File: src/rtl/grf_wb_port_if.sv
// Bundle between the write-back path / decode stage and the general register file.
// The master drives addresses, write triple and trace PC; the slave returns read data and trace state.
interface grf_wb_port_if #(
    parameter int WIDTH  = 32,
    parameter int ADDR_W = 5,
    parameter int CNT_W  = 32
);
    logic [ADDR_W-1:0] A1;
    logic [ADDR_W-1:0] A2;
    logic [WIDTH-1:0]  RD1;
    logic [WIDTH-1:0]  RD2;
    logic              WE;
    logic [ADDR_W-1:0] A3;
    logic [WIDTH-1:0]  WD;
    logic [31:0]       PC;
    logic [CNT_W-1:0]  wr_cnt;
    logic [31:0]       last_pc;
    logic [ADDR_W-1:0] last_addr;
    logic [WIDTH-1:0]  last_data;
    logic              wr_valid;

    modport master (
        output A1, A2, WE, A3, WD, PC,
        input  RD1, RD2, wr_cnt, last_pc, last_addr, last_data, wr_valid
    );

    modport slave (
        input  A1, A2, WE, A3, WD, PC,
        output RD1, RD2, wr_cnt, last_pc, last_addr, last_data, wr_valid
    );
endinterface

File: src/rtl/grf_wb_port.sv
// General register file fed by the write-back triple: two combinational read ports
// with optional write-to-read bypass, register 0 tied to zero, and a retired-write trace record.
module grf_wb_port #(
    parameter int WIDTH  = 32,
    parameter int ADDR_W = 5,
    parameter int BYPASS = 1,
    parameter int CNT_W  = 32
) (
    input logic          clk,
    input logic          reset,
    grf_wb_port_if.slave bus
);
    localparam int NREG = 1 << ADDR_W;

    logic [WIDTH-1:0]  r_regs [NREG];
    logic [CNT_W-1:0]  r_wr_cnt;
    logic [31:0]       r_last_pc;
    logic [ADDR_W-1:0] r_last_addr;
    logic [WIDTH-1:0]  r_last_data;
    logic              r_wr_valid;
    logic              w_commit;
    logic [WIDTH-1:0]  w_rd1;
    logic [WIDTH-1:0]  w_rd2;

    // WE gates the address compare, so garbage on A3/WD with WE low can never commit.
    assign w_commit = bus.WE && (bus.A3 != '0);

    always_ff @(posedge clk or posedge reset) begin
        if (reset) begin
            for (int i = 0; i < NREG; i++) begin
                r_regs[i] <= '0;
            end
            r_wr_cnt    <= '0;
            r_last_pc   <= '0;
            r_last_addr <= '0;
            r_last_data <= '0;
            r_wr_valid  <= 1'b0;
        end else if (w_commit) begin
            r_regs[bus.A3] <= bus.WD;
            r_wr_cnt       <= r_wr_cnt + CNT_W'(1);
            r_last_pc      <= bus.PC;
            r_last_addr    <= bus.A3;
            r_last_data    <= bus.WD;
            r_wr_valid     <= 1'b1;
        end else begin
            r_wr_valid <= 1'b0;
        end
    end

    always_comb begin
        w_rd1 = r_regs[bus.A1];
        if (bus.A1 == '0) begin
            w_rd1 = '0;
        end else if ((BYPASS != 0) && bus.WE && (bus.A3 == bus.A1)) begin
            w_rd1 = bus.WD;
        end
    end

    always_comb begin
        w_rd2 = r_regs[bus.A2];
        if (bus.A2 == '0) begin
            w_rd2 = '0;
        end else if ((BYPASS != 0) && bus.WE && (bus.A3 == bus.A2)) begin
            w_rd2 = bus.WD;
        end
    end

    assign bus.RD1       = w_rd1;
    assign bus.RD2       = w_rd2;
    assign bus.wr_cnt    = r_wr_cnt;
    assign bus.last_pc   = r_last_pc;
    assign bus.last_addr = r_last_addr;
    assign bus.last_data = r_last_data;
    assign bus.wr_valid  = r_wr_valid;
endmodule

File: src/flat_wrapper.sv
// flat-port wrapper written by rule: the top's interface ports become plain ports
module grf_wb_port_flat 
#(
    parameter int WIDTH  = 32,
    parameter int ADDR_W = 5,
    parameter int BYPASS = 1,
    parameter int CNT_W  = 32
)
  (clk, reset, bus_A1, bus_A2, bus_WE, bus_A3, bus_WD, bus_PC, bus_RD1, bus_RD2, bus_wr_cnt, bus_last_pc, bus_last_addr, bus_last_data, bus_wr_valid);
  grf_wb_port_if #(.WIDTH(WIDTH), .ADDR_W(ADDR_W), .CNT_W(CNT_W)) bus_i ();
  input logic clk;
  input logic reset;
  input wire logic [$bits(bus_i.A1)-1:0] bus_A1;
  input wire logic [$bits(bus_i.A2)-1:0] bus_A2;
  input wire logic [$bits(bus_i.WE)-1:0] bus_WE;
  input wire logic [$bits(bus_i.A3)-1:0] bus_A3;
  input wire logic [$bits(bus_i.WD)-1:0] bus_WD;
  input wire logic [$bits(bus_i.PC)-1:0] bus_PC;
  output wire logic [$bits(bus_i.RD1)-1:0] bus_RD1;
  output wire logic [$bits(bus_i.RD2)-1:0] bus_RD2;
  output wire logic [$bits(bus_i.wr_cnt)-1:0] bus_wr_cnt;
  output wire logic [$bits(bus_i.last_pc)-1:0] bus_last_pc;
  output wire logic [$bits(bus_i.last_addr)-1:0] bus_last_addr;
  output wire logic [$bits(bus_i.last_data)-1:0] bus_last_data;
  output wire logic [$bits(bus_i.wr_valid)-1:0] bus_wr_valid;
  assign bus_i.A1 = bus_A1;
  assign bus_i.A2 = bus_A2;
  assign bus_i.WE = bus_WE;
  assign bus_i.A3 = bus_A3;
  assign bus_i.WD = bus_WD;
  assign bus_i.PC = bus_PC;
  assign bus_RD1 = bus_i.RD1;
  assign bus_RD2 = bus_i.RD2;
  assign bus_wr_cnt = bus_i.wr_cnt;
  assign bus_last_pc = bus_i.last_pc;
  assign bus_last_addr = bus_i.last_addr;
  assign bus_last_data = bus_i.last_data;
  assign bus_wr_valid = bus_i.wr_valid;
  grf_wb_port #(.WIDTH(WIDTH), .ADDR_W(ADDR_W), .BYPASS(BYPASS), .CNT_W(CNT_W)) u_core (.clk(clk), .reset(reset), .bus(bus_i));
endmodule
File: config.mk
export PLATFORM = sky130hd
export DESIGN_NAME = grf_wb_port_flat
export DESIGN_NICKNAME = d
export VERILOG_FILES = /design/src/rtl/grf_wb_port_if.sv /design/src/rtl/grf_wb_port.sv /design/src/flat_wrapper.sv
export SDC_FILE = /design/constraint.sdc
export NUM_CORES = 2
export LEC_CHECK = 0
export CAP_MARGIN = 0
export CORE_UTILIZATION = 40
export DETAILED_ROUTE_END_ITERATION = 6
export PLACE_DENSITY = 0.55
export SLEW_MARGIN = 20
export SYNTH_ARGS = -nofsm -noshare
export SYNTH_HDL_FRONTEND = slang
export SYNTH_SLANG_ARGS = --single-unit
File: constraint.sdc
create_clock -name clk -period 48.2 [get_ports clk]
set_input_delay 4.82 -clock clk [delete_from_list [all_inputs] [get_ports clk]]
set_output_delay 4.82 -clock clk [all_outputs]
set_load 0.005 [all_outputs]
==> summary.md <==
| Metric | Value |
|---|---|
| Clock sink total | approximately 1100 |
| Timing-limited maximum frequency | slightly below 70 MHz |
| Max-cap check violation count | 0 |
| Area of the core | 0.148 mm² |
| Number of instances in the synthesized netlist | approximately 4200 |
| Post-CTS setup repair buffer count | 0 |
| Routed vias/inst | 6.20 |
| Main flop type after synthesis | sky130_fd_sc_hd__dfrtp_1 |
| Endpoint with the worst hold slack | u_core.r_regs[998]$_DFFE_PP0P_ |
| Final critical-path share of the clock period | between 20% and 30% |
| Clock tree from TritonCTS | built |
| Post-layout util | 46.1% |
| Drc violations | 0 |
| Data required, critical path | 43380 ps |
| Aggregate routed wire length | 203000 µm |
| Tot GR Track Use | 27.0% |
| FF-to-FF End | u_core.bus.wr_cnt[24]$_DFFE_PP0P_ |
| #FFs+latches synth | 1126 |
| Commonest cells after routing, fill and taps aside | sky130_fd_sc_hd__dfrtp_1, sky130_fd_sc_hd__mux2_2, sky130_fd_sc_hd__mux4_2 |
| Largest cells by area after synthesis | sky130_fd_sc_hd__dfrtp_1, sky130_fd_sc_hd__mux2_2, sky130_fd_sc_hd__mux4_2 |
| Number of optimization iterations in the first detailed-route pass | 5 |
| Number of diodes | 0 |
| Routability congestion estimate from global placement | 0.791 |
| Number of clock buffers inserted by TritonCTS | 135 |
| DRT antenna net count | 0 |
| R2R depth | 5 |
| Crit. End Element | output port |
| Worst IR Drop VDD | 0.0287 mV |
| Nets@finish | 4336 |
| Number of buffers and inverters on the critical path | 5 |
| Final worst-path setup slack | 33750 ps |
| Final HPWL from detailed placement | 111000 µm |
| Class of the most critical hold timing path | register to register |
| Syn nets | 4295 |
| DP Worst Slack | 33680 ps |
| Yosys warning count | 0 |
| Number of enable flip-flop cells after synthesis | 0 |
| Resize count post-CTS | 0 |
| Quantity of hold-fixing buffers added after cts | 0 |
| Instance count along the most critical hold path | 0 |
| Clock insertion delay at the later pin of the skew report | 790 ps |
| Overall power | 2900 µW |
| Largest net degree at the start of global routing | 149 |
| Clock tree root driver cell | sky130_fd_sc_hd__clkbuf_16 |
| H-Tree Depth | 4 |
| Final worst path period need | 14450 ps |
| First DRT Iteration DRCs | 3338 |
| Max-slew violation total from the final report | 0 |
| Layout fillers | 13100 |
| Wire length per cell after detailed routing | 32.2 µm |
| Data arrival time of the worst path | 9630 ps |
| Slowest-stage cell, CP | sky130_fd_sc_hd__buf_4 |
| Post-synthesis instance area | 0.0598 mm² |
| Category of the most critical setup path | input port to output port |
| Peak fanout along the critical path | 46 |
| Number of buffer cells added on primary ports | between 200 and 250 |
| Via Count | roughly 39000 |
| Worst slew slack as a fraction of its limit | a little over a fifth |
| Vias in the first global route | 40200 |
| Area share of the largest cell type after synthesis | 47.1% |
| # setup viols final | 0 |
| Area of the die | 0.151 mm² |
| Top cell type by total area after synthesis | sky130_fd_sc_hd__dfrtp_1 |
| Total negative slack for setup checks | 0 ps |
| Share of the yosys chip area belonging to registers | a little under half |
| Number of antenna violations at the first check in global routing | 2 |
| Die width | 389 µm |
| Final worst clock skew | 4.77 ps |
| Start point of the worst hold path | u_core.r_regs[998]$_DFFE_PP0P_ |
| Worst setup startpoint | bus_A1[0] |
| Total leakage power | 0.0299 µW |
| Sequence of cells on the critical path | buf_8 > buf_4 > buf_4 > buf_4 > mux4_2 > mux2i_1 > nor2_1 > o32ai_1 > nor2_1 > clkdlybuf4s50_1 |
| Commonest non-fill, non-tap cell in the layout | sky130_fd_sc_hd__dfrtp_1 |
| Actual slew at the worst max-slew pin | 1170 ps |
| Top Family by Delay on Critical Path | buffers and inverters |
| Starting utilization of the core area | between 40% and 50% |
| Fraction of registers with async set or reset after synthesis | 100% |
| Critical path startpoint category | input port |
| RSZ-0062 raised after global routing | false |
| Clock tree buffer depth | 3 |
| Final hold violation count | 0 |
| Top-Level Pins | 248 |
| Area added between synthesis and finish | 14.2% |
| Largest stage delay on the critical path | 850 ps |
| Most numerous cell on the critical path | sky130_fd_sc_hd__buf_4 |
| Worst reg-to-reg setup slack | 46130 ps |
| Global-route wire length before repair | 296000 µm |
| Outcome | completed |
| Unique masters post-synth | 63 |
| Total overflow reported by the global router | 0 |
| Source of the worst register-to-register timing path | u_core.bus.wr_cnt[0]$_DFFE_PP0P_ |
| Overall die height | 389 µm |
| Worst hold slack | 392 ps |
| Layout cell share with drive strength beyond 1 | 40.2% |
| Number of rows in the core area | 141 |
| Clock transition at path regs | 50 ps |
| Average instance area after synthesis | approximately 14 µm² |
| Total power divided by cell area | 42.5 mW/mm² |
worst max-delay path by stage:
stage                     cells past startpoint                                  end  slack, ps
final                                        10                           bus_RD1[2]      33750
after floorplan                               1  u_core.bus.last_addr[0]$_DFFE_PP0P_      11670
after global placement                        9                           bus_RD1[0]      33670
after global routing                         10                           bus_RD1[2]      33410
after CTS                                    10                           bus_RD1[2]      33660
after detailed placement                     10                           bus_RD1[2]      33680
synthesized netlist by cell type, types with 30 or more instances:
| library cell | n |
|---|---|
| sky130_fd_sc_hd__buf_2 | 105 |
| sky130_fd_sc_hd__o22ai_1 | 30 |
| sky130_fd_sc_hd__mux2_1 | 109 |
| sky130_fd_sc_hd__mux2_2 | 901 |
| sky130_fd_sc_hd__nor2_1 | 88 |
| sky130_fd_sc_hd__a21oi_1 | 63 |
| sky130_fd_sc_hd__nand2_1 | 251 |
| sky130_fd_sc_hd__buf_1 | 71 |
| sky130_fd_sc_hd__o21ai_0 | 71 |
| sky130_fd_sc_hd__a221oi_1 | 66 |
| sky130_fd_sc_hd__buf_4 | 39 |
| sky130_fd_sc_hd__mux2i_1 | 300 |
| sky130_fd_sc_hd__dfrtp_1 | 1126 |
| sky130_fd_sc_hd__mux4_2 | 440 |
| sky130_fd_sc_hd__clkbuf_1 | 205 |
| sky130_fd_sc_hd__xnor2_1 | 35 |
sequential cells by signal (all words and copies together), names as in the netlist:
signal and cells:
u_core.bus.wr_valid 1, u_core.bus.wr_cnt 32, u_core.bus.last_addr 5, u_core.bus.last_data 32
u_core.bus.last_pc 32, u_core.r_regs 1024
metrics by stage:
step | cells | instance area [µm²]
2_1_floorplan | 4212 | 59800
3_3_place_gp | 6046 | 63600
3_5_place_dp | 6046 | 63600
4_1_cts | 6289 | 68300
5_1_grt | 6289 | 68300
6_report | 6289 | 68300
metal layers:
| metal | GRT usage [%] | routed length, µm | vias up |
|---|---|---|---|
| li1 | - | - | 16100 |
| met1 | 37.0 | 87200 | 21200 |
| met5 | 0 | 0 | - |
| met4 | 8.95 | 6320 | 0 |
| met2 | 43.3 | 96600 | 1403 |
| met3 | 4.74 | 12600 | 306 |
cells by family (layout without fill, tap and decap cells):
kind of cell / count (synthesis) / after routing / synth area share, %
muxes: 1750 / 1750 / 40.6
DFF: 1126 / 1126 / 47.1
adders and majority gates: 1 / 1 / 0.0209
AOI/OAI and AO/OA: 371 / 371 / 4.36
buffers and inverters: 466 / 613 / 3.92
xor gates and xnor gates: 41 / 41 / 0.600
and+or+nand+nor: 457 / 457 / 3.38
cell type report:
type                            count  area (µm²)  share of cell area [%]
Tap cell                         1930        2410                    3.54
Clock buffer                      199        4080                    5.97
Timing Repair Buffer              358        3330                    4.88
Sequential cell                  1126       28200                    41.3
Inverter                           12        58.8                  0.0861
Clock inverter                     44         622                   0.911
Multi-Input combinational cell   2620       29600                    43.4
report_power, final:
| group | switching [µW] | internal (µW) | total, µW |
|---|---|---|---|
| Sequential | 124 | 1120 | 1240 |
| Combinational | 234 | 337 | 571 |
| Clock | 427 | 661 | 1090 |
| Total | 785 | 2120 | 2900 |
Note: power is estimated with default switching activity, not from simulation.
